## config.mk

```make
export PLATFORM = sky130hd
export DESIGN_NAME = bk32_unadd_pipe
export DESIGN_NICKNAME = d
export VERILOG_FILES = /design/src/rtl/bk32_unadd_pipe.sv
export SDC_FILE = /design/constraint.sdc
export NUM_CORES = 1
export LEC_CHECK = 0
export BUFFER_PORTS_ARGS = -buffer_cell sky130_fd_sc_hd__clkbuf_2
export CAP_MARGIN = 20
export CELL_PAD_IN_SITES_DETAIL_PLACEMENT = 1
export CELL_PAD_IN_SITES_GLOBAL_PLACEMENT = 2
export CORE_UTILIZATION = 33
export DETAILED_ROUTE_END_ITERATION = 16
export GPL_ROUTABILITY_DRIVEN = 0
export GPL_TIMING_DRIVEN = 0
export MAX_ROUTING_LAYER = met4
export PLACE_DENSITY_LB_ADDON = 0.2
export SYNTH_ARGS = -nofsm -noshare
export SYNTH_HDL_FRONTEND = slang
export SYNTH_SLANG_ARGS = --single-unit
export TNS_END_PERCENT = 20
```

## constraint.sdc

```tcl
create_clock -name clk -period 1.8 [get_ports clk]
set_input_delay 0 -clock clk [delete_from_list [all_inputs] [get_ports clk]]
set_output_delay 0 -clock clk [all_outputs]
set_load 0.02 [all_outputs]
```

## src/rtl/bk32_unadd_pipe.sv

```systemverilog
// ----------------------------------------------------------------------------
// bk32_unadd_pipe
//
// Pipelined inverse of the Brent-Kung adder datapath. Given a (WIDTH+1)-bit
// sum word and one WIDTH-bit addend b, recovers the other addend as sum - b
// and flags words that no pair of WIDTH-bit addends could have produced.
// Three register stages with a valid/ready stream on both sides.
//
// Ports
//   clk        single clock, rising edge
//   rst        synchronous, active-high reset
//   in_valid   input word valid
//   in_ready   block accepts the input word this cycle (combinational)
//   in_sum     [WIDTH:0]   sum word, bit WIDTH is the original carry-out
//   in_b       [WIDTH-1:0] known addend
//   in_tag     [7:0]       opaque sideband, returned with the result
//   out_valid  result valid
//   out_ready  consumer accepts the result
//   out_a      [WIDTH-1:0] low WIDTH bits of in_sum - in_b
//   out_err    in_sum < in_b, or in_sum - in_b >= 2^WIDTH
//   out_tag    [7:0]       in_tag of the same word
// ----------------------------------------------------------------------------
module bk32_unadd_pipe #(
    parameter int WIDTH      = 32,
    parameter int PIPE_DEPTH = 3
) (
    input  logic             clk,
    input  logic             rst,
    input  logic             in_valid,
    output logic             in_ready,
    input  logic [WIDTH:0]   in_sum,
    input  logic [WIDTH-1:0] in_b,
    input  logic [7:0]       in_tag,
    output logic             out_valid,
    input  logic             out_ready,
    output logic [WIDTH-1:0] out_a,
    output logic             out_err,
    output logic [7:0]       out_tag
);

    // N bits take part in the add; the prefix tree is padded to the next
    // power of two above N. Padding sits above every real bit, so it never
    // feeds a carry we use.
    localparam int N = WIDTH + 1;
    localparam int M = 2 * WIDTH;
    localparam int L = $clog2(M);

    generate
        if (PIPE_DEPTH != 3) begin : g_bad_depth
            $error("bk32_unadd_pipe: PIPE_DEPTH must be 3");
        end
        if (WIDTH < 8 || WIDTH > 64 || (WIDTH & (WIDTH - 1)) != 0) begin : g_bad_width
            $error("bk32_unadd_pipe: WIDTH must be a power of two in 8..64");
        end
    endgenerate

    // ---------------------------------------------------------------- control
    logic v1, v2, v3;
    logic adv1, adv2, adv3;

    assign adv3      = out_ready | ~v3;
    assign adv2      = adv3 | ~v2;
    assign adv1      = adv2 | ~v1;
    assign in_ready  = adv1;
    assign out_valid = v3;

    // ------------------------------------------------------- stage 1 (g/p)
    // Subtraction is sum + ~b + 1 with ~b zero-extended to N bits.
    // The +1 carry-in is folded into bit 0's generate.
    logic [N-1:0] x_op, y_op;
    logic [N-1:0] g1_d, p1_d;
    logic [N-1:0] g1, p1;
    logic [7:0]   tag1;

    assign x_op = in_sum;
    assign y_op = {1'b0, ~in_b};

    always_comb begin
        g1_d    = x_op & y_op;
        p1_d    = x_op ^ y_op;
        g1_d[0] = x_op[0] | y_op[0];
    end

    // --------------------------------------------------- stage 2 (up-sweep)
    logic [M-1:0] up_g, up_p;
    logic [M-1:0] gu2, pu2;
    logic [N-1:0] pb2;
    logic [7:0]   tag2;

    always_comb begin
        logic [M-1:0] tg;
        logic [M-1:0] tp;
        tg         = '0;
        tp         = '0;
        tg[N-1:0]  = g1;
        tp[N-1:0]  = p1;
        for (int lvl = 0; lvl < L; lvl++) begin
            for (int i = (2 << lvl) - 1; i < M; i += (2 << lvl)) begin
                tg[i] = tg[i] | (tp[i] & tg[i - (1 << lvl)]);
                tp[i] = tp[i] & tp[i - (1 << lvl)];
            end
        end
        up_g = tg;
        up_p = tp;
    end

    // ------------------------------------------ stage 3 (down-sweep + sum)
    logic [M-1:0]     carry_grp;   // carry_grp[i] = carry out of bit i
    logic [WIDTH+1:0] d_full;
    logic [WIDTH-1:0] a_d;
    logic             err_d;

    always_comb begin
        logic [M-1:0] tg;
        tg = gu2;
        for (int lvl = L - 2; lvl >= 0; lvl--) begin
            for (int i = 3 * (1 << lvl) - 1; i < M; i += (2 << lvl)) begin
                tg[i] = tg[i] | (pu2[i] & tg[i - (1 << lvl)]);
            end
        end
        carry_grp = tg;
    end

    always_comb begin
        d_full           = '0;
        d_full[0]        = ~pb2[0];
        for (int i = 1; i < N; i++) begin
            d_full[i] = pb2[i] ^ carry_grp[i - 1];
        end
        d_full[WIDTH+1]  = carry_grp[N - 1];
    end

    // d = sum - b + 2^WIDTH. Only the window [2^WIDTH, 2^(WIDTH+1)) maps to a
    // representable result, i.e. top two bits 01; anything else is a borrow
    // (00) or an overflow (10).
    assign a_d   = d_full[WIDTH-1:0];
    assign err_d = d_full[WIDTH+1] | ~d_full[WIDTH];

    // -------------------------------------------------------------- registers
    always_ff @(posedge clk) begin
        if (rst) begin
            v1      <= 1'b0;
            v2      <= 1'b0;
            v3      <= 1'b0;
            g1      <= '0;
            p1      <= '0;
            tag1    <= '0;
            gu2     <= '0;
            pu2     <= '0;
            pb2     <= '0;
            tag2    <= '0;
            out_a   <= '0;
            out_err <= 1'b0;
            out_tag <= '0;
        end else begin
            if (adv1) begin
                v1   <= in_valid;
                g1   <= g1_d;
                p1   <= p1_d;
                tag1 <= in_tag;
            end
            if (adv2) begin
                v2   <= v1;
                gu2  <= up_g;
                pu2  <= up_p;
                pb2  <= p1;
                tag2 <= tag1;
            end
            if (adv3) begin
                v3      <= v2;
                out_a   <= a_d;
                out_err <= err_d;
                out_tag <= tag2;
            end
        end
    end

endmodule

```

==> summary.txt, run 1 <==
Route
  • Vias per cell: 4.757
  • Drt total wl: 27690 µm
  • Routed via count: 7716
  • Final antenna-violating net count: 0
  • Drt first-iter violations: 385
  • Drt first pass iters: 5
  • Wire length per cell: 17.07 µm
  • # DRC: 0

Final layout
  • Fin area: 0.01108 mm²
  • Final Util: 0.4529
  • Share of cells above drive strength 1: 0.1525
  • Nets: 1409
  • Non-filler cells in the finished layout: 1622
  • Area Overhead vs Synth: 34.13%
  • Diodes inserted: 0

Floorplan
  • Core area: 0.02446 mm²
  • Row Count: 57
  • Ports: 120
  • Chip Height: 160.2 µm
  • Die ar.: 0.02567 mm²
  • Die width: 160.2 µm
  • Initial Utilization: 0.3377

Global routing
  • First-pass GRT wire length: 44070 µm
  • Total GRT Usage: 0.2257
  • Total congestion overflow: 0
  • Vias in the first global route: 7950
  • Initial antenna violation count: 0
  • Largest net degree at the start of global routing: 13

Critical path
  • End of the critical path: in_ready
  • WP data arrival: 1750 ps
  • Worst EP required: 1800 ps
  • FF-to-FF setup slack: 60 ps
  • Setup CP Type: reg2out
  • Critical Path End Type: primary output
  • Critical Path Source Type: register
  • CP max FO: 10
  • Critical R2R Capture: out_a[31]
  • R2R cell count: 7
  • CP Launch Point: out_valid
  • Worst flop-to-flop path startpoint: gu2[15]

Pwr
  • PD cells: 938.3 mW/mm²
  • Worst vdd ir: 516.1 µV
  • Leakage: 4.902 nW

Timing
  • Relative slew margins: 0.4814
  • Final period utilization: 0.9712
  • Unrepaired setup endpoints after global routing: true
  • Final min period: 1748 ps
  • Max-slew violations: 0
  • Setup TNS Final: 0 ps
  • Clk_skew: 7.399 ps
  • Maximum clock frequency: 572.0 MHz
  • Final hold violation count: 0
  • Worst Tran Pin Value: 777.9 ps
  • Hold Slack: 72.99 ps
  • Setup-failing EPs final: 0

Clock tree
  • CTS max path bufs: 3
  • Clock root cell: clkbuf_16
  • Inserted Clock Buffers: 23
  • CTS tree: done
  • Clock transition at path regs: 60 ps
  • H-tree levels: 1
  • Clk sinks: 201
  • Clock latency on the worst-skew pair: 500 ps

Synth
  • List of most frequent post-synthesis cells: nand2_1, dfxtp_1, a21oi_1
  • Largest area contributor in the netlist: dfxtp_1
  • Asr flop ratio synth: 0
  • Synth Area per Inst: 8.012 µm²
  • Post-Synthesis Cell Area: 0.008260 mm²
  • Synth area leaders: dfxtp_1, nand2_1, a21oi_1, ha_1, buf_6
  • Top-count cell post-synth: nand2_1
  • Number of synthesized flops with an enable pin: 0
  • YS warnings: 0
  • Most used DFF post-synth: dfxtp_1
  • #FFs+latches synth: 201
  • Top-area cell type share of the netlist area: 0.4871
  • Synth Instances: 1031
  • Yosys cell types: 32
  • Sequential area share after synthesis: 0.4871
  • Syn Nets: 1155

Placement
  • Post-DP Area: 0.009256 mm²
  • Dpl hpwl: 19480 µm
  • Cell count after placement: 1473
  • PortBufs: 118

Hold path
  • Hold Path Class: in2reg

Run
  • Max_cap viols: 0

Status
  • Status: completed
## critical path, cell delays in order, from the launching register on
cell	delay, ps
dfxtp_2	340
nor2b_4	120
buf_6	120
and3_4	200
inv_2	80
buf_4	200
clkbuf_2	190
## sequential cells by signal, indices dropped and copies added, names as in the netlist, 8 cells and up
register and cells:
g1 32, out_a 32, pb2 33, tag1 8, p1 33, out_tag 8
gu2 32, tag2 8, pu2 11
## per-stage QoR
step | worst slack, ps | total power [mW]
after global placement | -13.66 | 5.754
after floorplan | 224.0 | 5.375
after CTS | -28.52 | 10.48
final | 51.83 | 10.40
after detailed placement | -16.12 | 5.762
after global routing | -38.18 | 10.86
## cell type report
cell class | instances | area [µm²]
fillers | 2971 | 13380
flip-flops and latches | 201 | 4029
multi-input cells | 730 | 3701
repair buffers | 229 | 1692
clock buffers | 34 | 666.9
plain buffers | 67 | 416.7
well taps | 324 | 405.4
inverters | 33 | 123.9
clock inverters | 4 | 45.04
## logic make-up (layout without fill, tap and decap cells)
logic type               after synthesis  count (layout)  share of synthesized area
XOR/XNOR                               2               2                   0.002121
flip-flops                           201             201                     0.4871
buffers and inverters                100             367                    0.06513
AND/OR/NAND/NOR                      434             434                     0.2125
adder cells (fa/ha/maj)               47              47                    0.07119
AO/OA/AOI/OAI                        247             247                     0.1619
## worst min path at each step
stage,startpoint,to,slack [ps],depth (start not counted)
final,rst,gu2[1],70,2
after global routing,rst,gu2[1],120,2
after CTS,rst,gu2[1],70,2
after detailed placement,in_tag[1],tag1[1],240,3
after global placement,in_sum[32],p1[32],230,3
after floorplan,in_valid,v1,120,2
## per-layer routing
| metal | GRT usage | vias to the layer above | share of wire |
|---|---|---|---|
| met5 | - | - | 0 |
| met4 | 0.03203 | 0 | 0.0074 |
| met3 | 0.02909 | 18 | 0.039 |
| met2 | 0.3573 | 150 | 0.44 |
| met1 | 0.3128 | 3621 | 0.51 |
| li1 | - | 3927 | - |
## what timing repair did
item	CTS	global route
buffers inserted	0	4
setup endpoints to repair	2	7
hold buffers	107	0
pin swaps	0	2
resized for setup	1	7
endpoints found under the hold margin	79	0
## power by group
part | internal, mW | switching (mW) | total, mW
Combinational | 0.514 | 0.516 | 1.03
Clock | 2.68 | 1.80 | 4.48
Sequential | 4.68 | 0.206 | 4.88
Total | 7.87 | 2.53 | 10.4
## cells in the final DEF (no fill, tap or decap), drive strengths merged, types with 2 or more instances in the layout
cell type / Yosys / layout
a211oi: 12 / 12
a21o: 15 / 15
a21oi: 191 / 191
a31oi: 2 / 2
and2: 2 / 2
buf: 35 / 39
clkbuf: 32 / 184
clkinv: 0 / 3
dfxtp: 201 / 201
dlygate4sd3: 0 / 107
ha: 47 / 47
inv: 33 / 33
nand2: 335 / 335
nand3: 24 / 24
nand4: 7 / 7
nor2: 39 / 39
nor3: 6 / 6
o211ai: 3 / 3
o21a: 4 / 4
o21ai: 17 / 17
or2: 2 / 2
or3: 15 / 15
xnor2: 2 / 2
(Power assumes the default switching activity.)
==> run 2, diff against run 1 <==
--- a/config.mk
+++ b/config.mk
@@ -15,6 +15,7 @@
 export GPL_TIMING_DRIVEN = 0
 export MAX_ROUTING_LAYER = met4
 export PLACE_DENSITY_LB_ADDON = 0.2
+export SETUP_SLACK_MARGIN = 0.4
 export SYNTH_ARGS = -nofsm -noshare
 export SYNTH_HDL_FRONTEND = slang
 export SYNTH_SLANG_ARGS = --single-unit
==> summary.txt, run 2 (synthesis results as in run 1) <==
Global routing
  • Vias in the first global route: 8003 (+0.67%)
  • Largest net degree at the start of global routing: 13 (unchanged)
  • Total congestion overflow: 0 (unchanged)
  • Initial antenna violation count: 0 (unchanged)
  • Total GRT Usage: 0.2279 (+0.002171)
  • First-pass GRT wire length: 44510 µm (+1.0%)

Timing
  • Max-slew violations: 0 (unchanged)
  • Setup-failing EPs final: 0 (unchanged)
  • Final hold violation count: 0 (unchanged)
  • Final min period: 1650 ps (-97.68 ps)
  • Relative slew margins: 0.5150 (+0.03355)
  • Maximum clock frequency: 605.9 MHz (+5.9%)
  • Unrepaired setup endpoints after global routing: true
  • Clk_skew: 17.17 ps (+9.767 ps)
  • Final period utilization: 0.9169 (-0.05427)
  • Worst Tran Pin Value: 727.6 ps (-50.32 ps)
  • Setup TNS Final: 0 ps (unchanged)

Final layout
  • Most frequent cells in the layout: nand2_1, dfxtp_1, a21oi_1
  • Commonest non-fill, non-tap cell in the layout: nand2_1
  • Nets: 1437 (+2.0%)
  • Diodes inserted: 0 (unchanged)
  • Share of cells above drive strength 1: 0.2474 (+0.09483)
  • Largest regs: p1 x33, pb2 x33
  • Area Overhead vs Synth: 46.50%
  • Non-filler cells in the finished layout: 1654 (+2.0%)
  • Fillers: 2894 (-2.6%)

Clock tree
  • Clock transition at path regs: 60 ps (about the same)
  • H-tree levels: 1 (unchanged)
  • Clk sinks: 201 (unchanged)
  • Clock root cell: clkbuf_16
  • Clock latency on the worst-skew pair: 510 ps (about the same)
  • Inserted Clock Buffers: 23 (unchanged)
  • CTS max path bufs: 3 (unchanged)
  • CTS tree: done

Floorplan
  • Row Count: 57 (unchanged)
  • Ports: 120 (unchanged)
  • Core area: 0.02446 mm² (unchanged)
  • Die ar.: 0.02567 mm² (unchanged)
  • Initial Utilization: 0.3377 (unchanged)
  • Die width: 160.2 µm (unchanged)
  • Chip Height: 160.2 µm (unchanged)

Route
  • Final antenna-violating net count: 0 (unchanged)
  • Wire length per cell: 17.19 µm (+0.71%)
  • Drt first pass iters: 5 (unchanged)
  • # DRC: 0 (unchanged)
  • Routed via count: 7905 (+2.4%)
  • Vias per cell: 4.779 (+0.47%)
  • Drt total wl: 28440 µm (+2.7%)
  • Drt first-iter violations: 369 (-4.2%)

Critical path
  • R2R cell count: 7 (unchanged)
  • Critical Path Source Type: register
  • Largest stage delay on the critical path: 350 ps (about the same)
  • Most common cell on crit path: a21o_1
  • Worst EP required: 2170 ps (+370 ps)
  • Critical Path End Type: register
  • Setup CP Type: reg2reg
  • WP data arrival: 2020 ps (+270 ps)
  • CP cell instances: a21o_1 > a21o_1 > a21o_1 > ha_2 > or3_1 > nand3_1 > a21oi_1
  • Critical-path top delay cell: dfxtp_4
  • CP max FO: 3 (-7)

Hold path
  • Hold Crit Depth: 2 (unchanged)
  • Hold Path Class: in2reg

Pwr
  • Sequential Power Share: 0.455 (-0.015)
  • PD cells: 889.6 mW/mm² (-5.2%)
  • Leakage: 5.516 nW (+13%)
  • Clock power frac: 0.444 (+0.013)
  • Switching pwr: 2.637 mW (+4.4%)
  • Combinational share of power: 0.101 (+0.002)
  • Worst vdd ir: 520.3 µV (+0.82%)
  • Pint: 8.129 mW (+3.3%)
  • Switch share: 0.2449 (+0.002012)

Placement
  • PortBufs: 118 (unchanged)
  • Cell count after placement: 1473 (unchanged)
  • Dpl hpwl: 19660 µm (+0.92%)

Run
  • Max_cap viols: 0 (unchanged)

Status
  • Status: completed
==> run 2: worst paths after layout <==
kind,from,endpoint,slack (ps)
worst max-delay path,gu2[15],out_a[31],150
worst min register to register,out_a[14],out_a[14],450
worst max register to register,gu2[15],out_a[31],150
worst min-delay path,rst,gu2[1],50
==> run 2: area by class of cell <==
cell class              instances  area (µm²)  share of cell area
repair buffers                257        2085              0.1722
inverters                      33       126.4             0.01044
multi-input cells             730        4105              0.3392
clock inverters                 6       58.81            0.004859
plain buffers                  67       544.3             0.04498
well taps                     324       405.4             0.03350
flip-flops and latches        201        4053              0.3349
clock buffers                  36       724.4             0.05986
==> run 2: metrics by stage <==
step           worst slack, ps    util  instance area, µm²  hold WS [ps]  power [mW]
2_1_floorplan            264.5       -                8265         120.7       5.375
3_3_place_gp             34.87  0.3786                9261         232.8       5.752
3_5_place_dp             47.49  0.3786                9261         235.1       5.760
4_1_cts                  137.9  0.4762               11650         59.81       10.79
5_1_grt                  96.54  0.4947               12100         82.69       11.21
6_report                 149.5  0.4947               12100         52.41       10.77
==> run 2: timing repair <==
action | in CTS | in global routing
pin swaps | 15 | 37
gates cloned | 5 | 1
hold endpoints to repair | 83 | 0
setup endpoints to repair | 165 | 198
hold buffers | 107 | 0
resized for setup | 77 | 123
setup buffers | 16 | 10
==> run 2: metal layers <==
layer / GRT usage / up-vias / wire [µm] / share of wire
met5: - / - / 0 / 0
li1: - / 3990 / - / -
met4: 0.04156 / 0 / 363 / 0.013
met1: 0.3146 / 3724 / 14080 / 0.49
met3: 0.02390 / 33 / 1030 / 0.036
met2: 0.3619 / 158 / 12970 / 0.46
==> run 2: worst max-delay path, delay by kind of cell (launching register included) <==
kind	cells	cell delay (ps)
flops	1	350
simple gates	2	390
compound gates	4	620
fa+ha+maj	1	170
==> run 2: power groups by stage <==
stage / clock network (mW) / registers [mW] / logic [mW]
finish: 4.78 / 4.90 / 1.09
detailed placement: 0 / 4.98 / 0.784
floorplan: 0 / 4.95 / 0.422
global route: 5.08 / 4.92 / 1.21
CTS: 4.86 / 4.89 / 1.04
global placement: 0 / 4.97 / 0.779
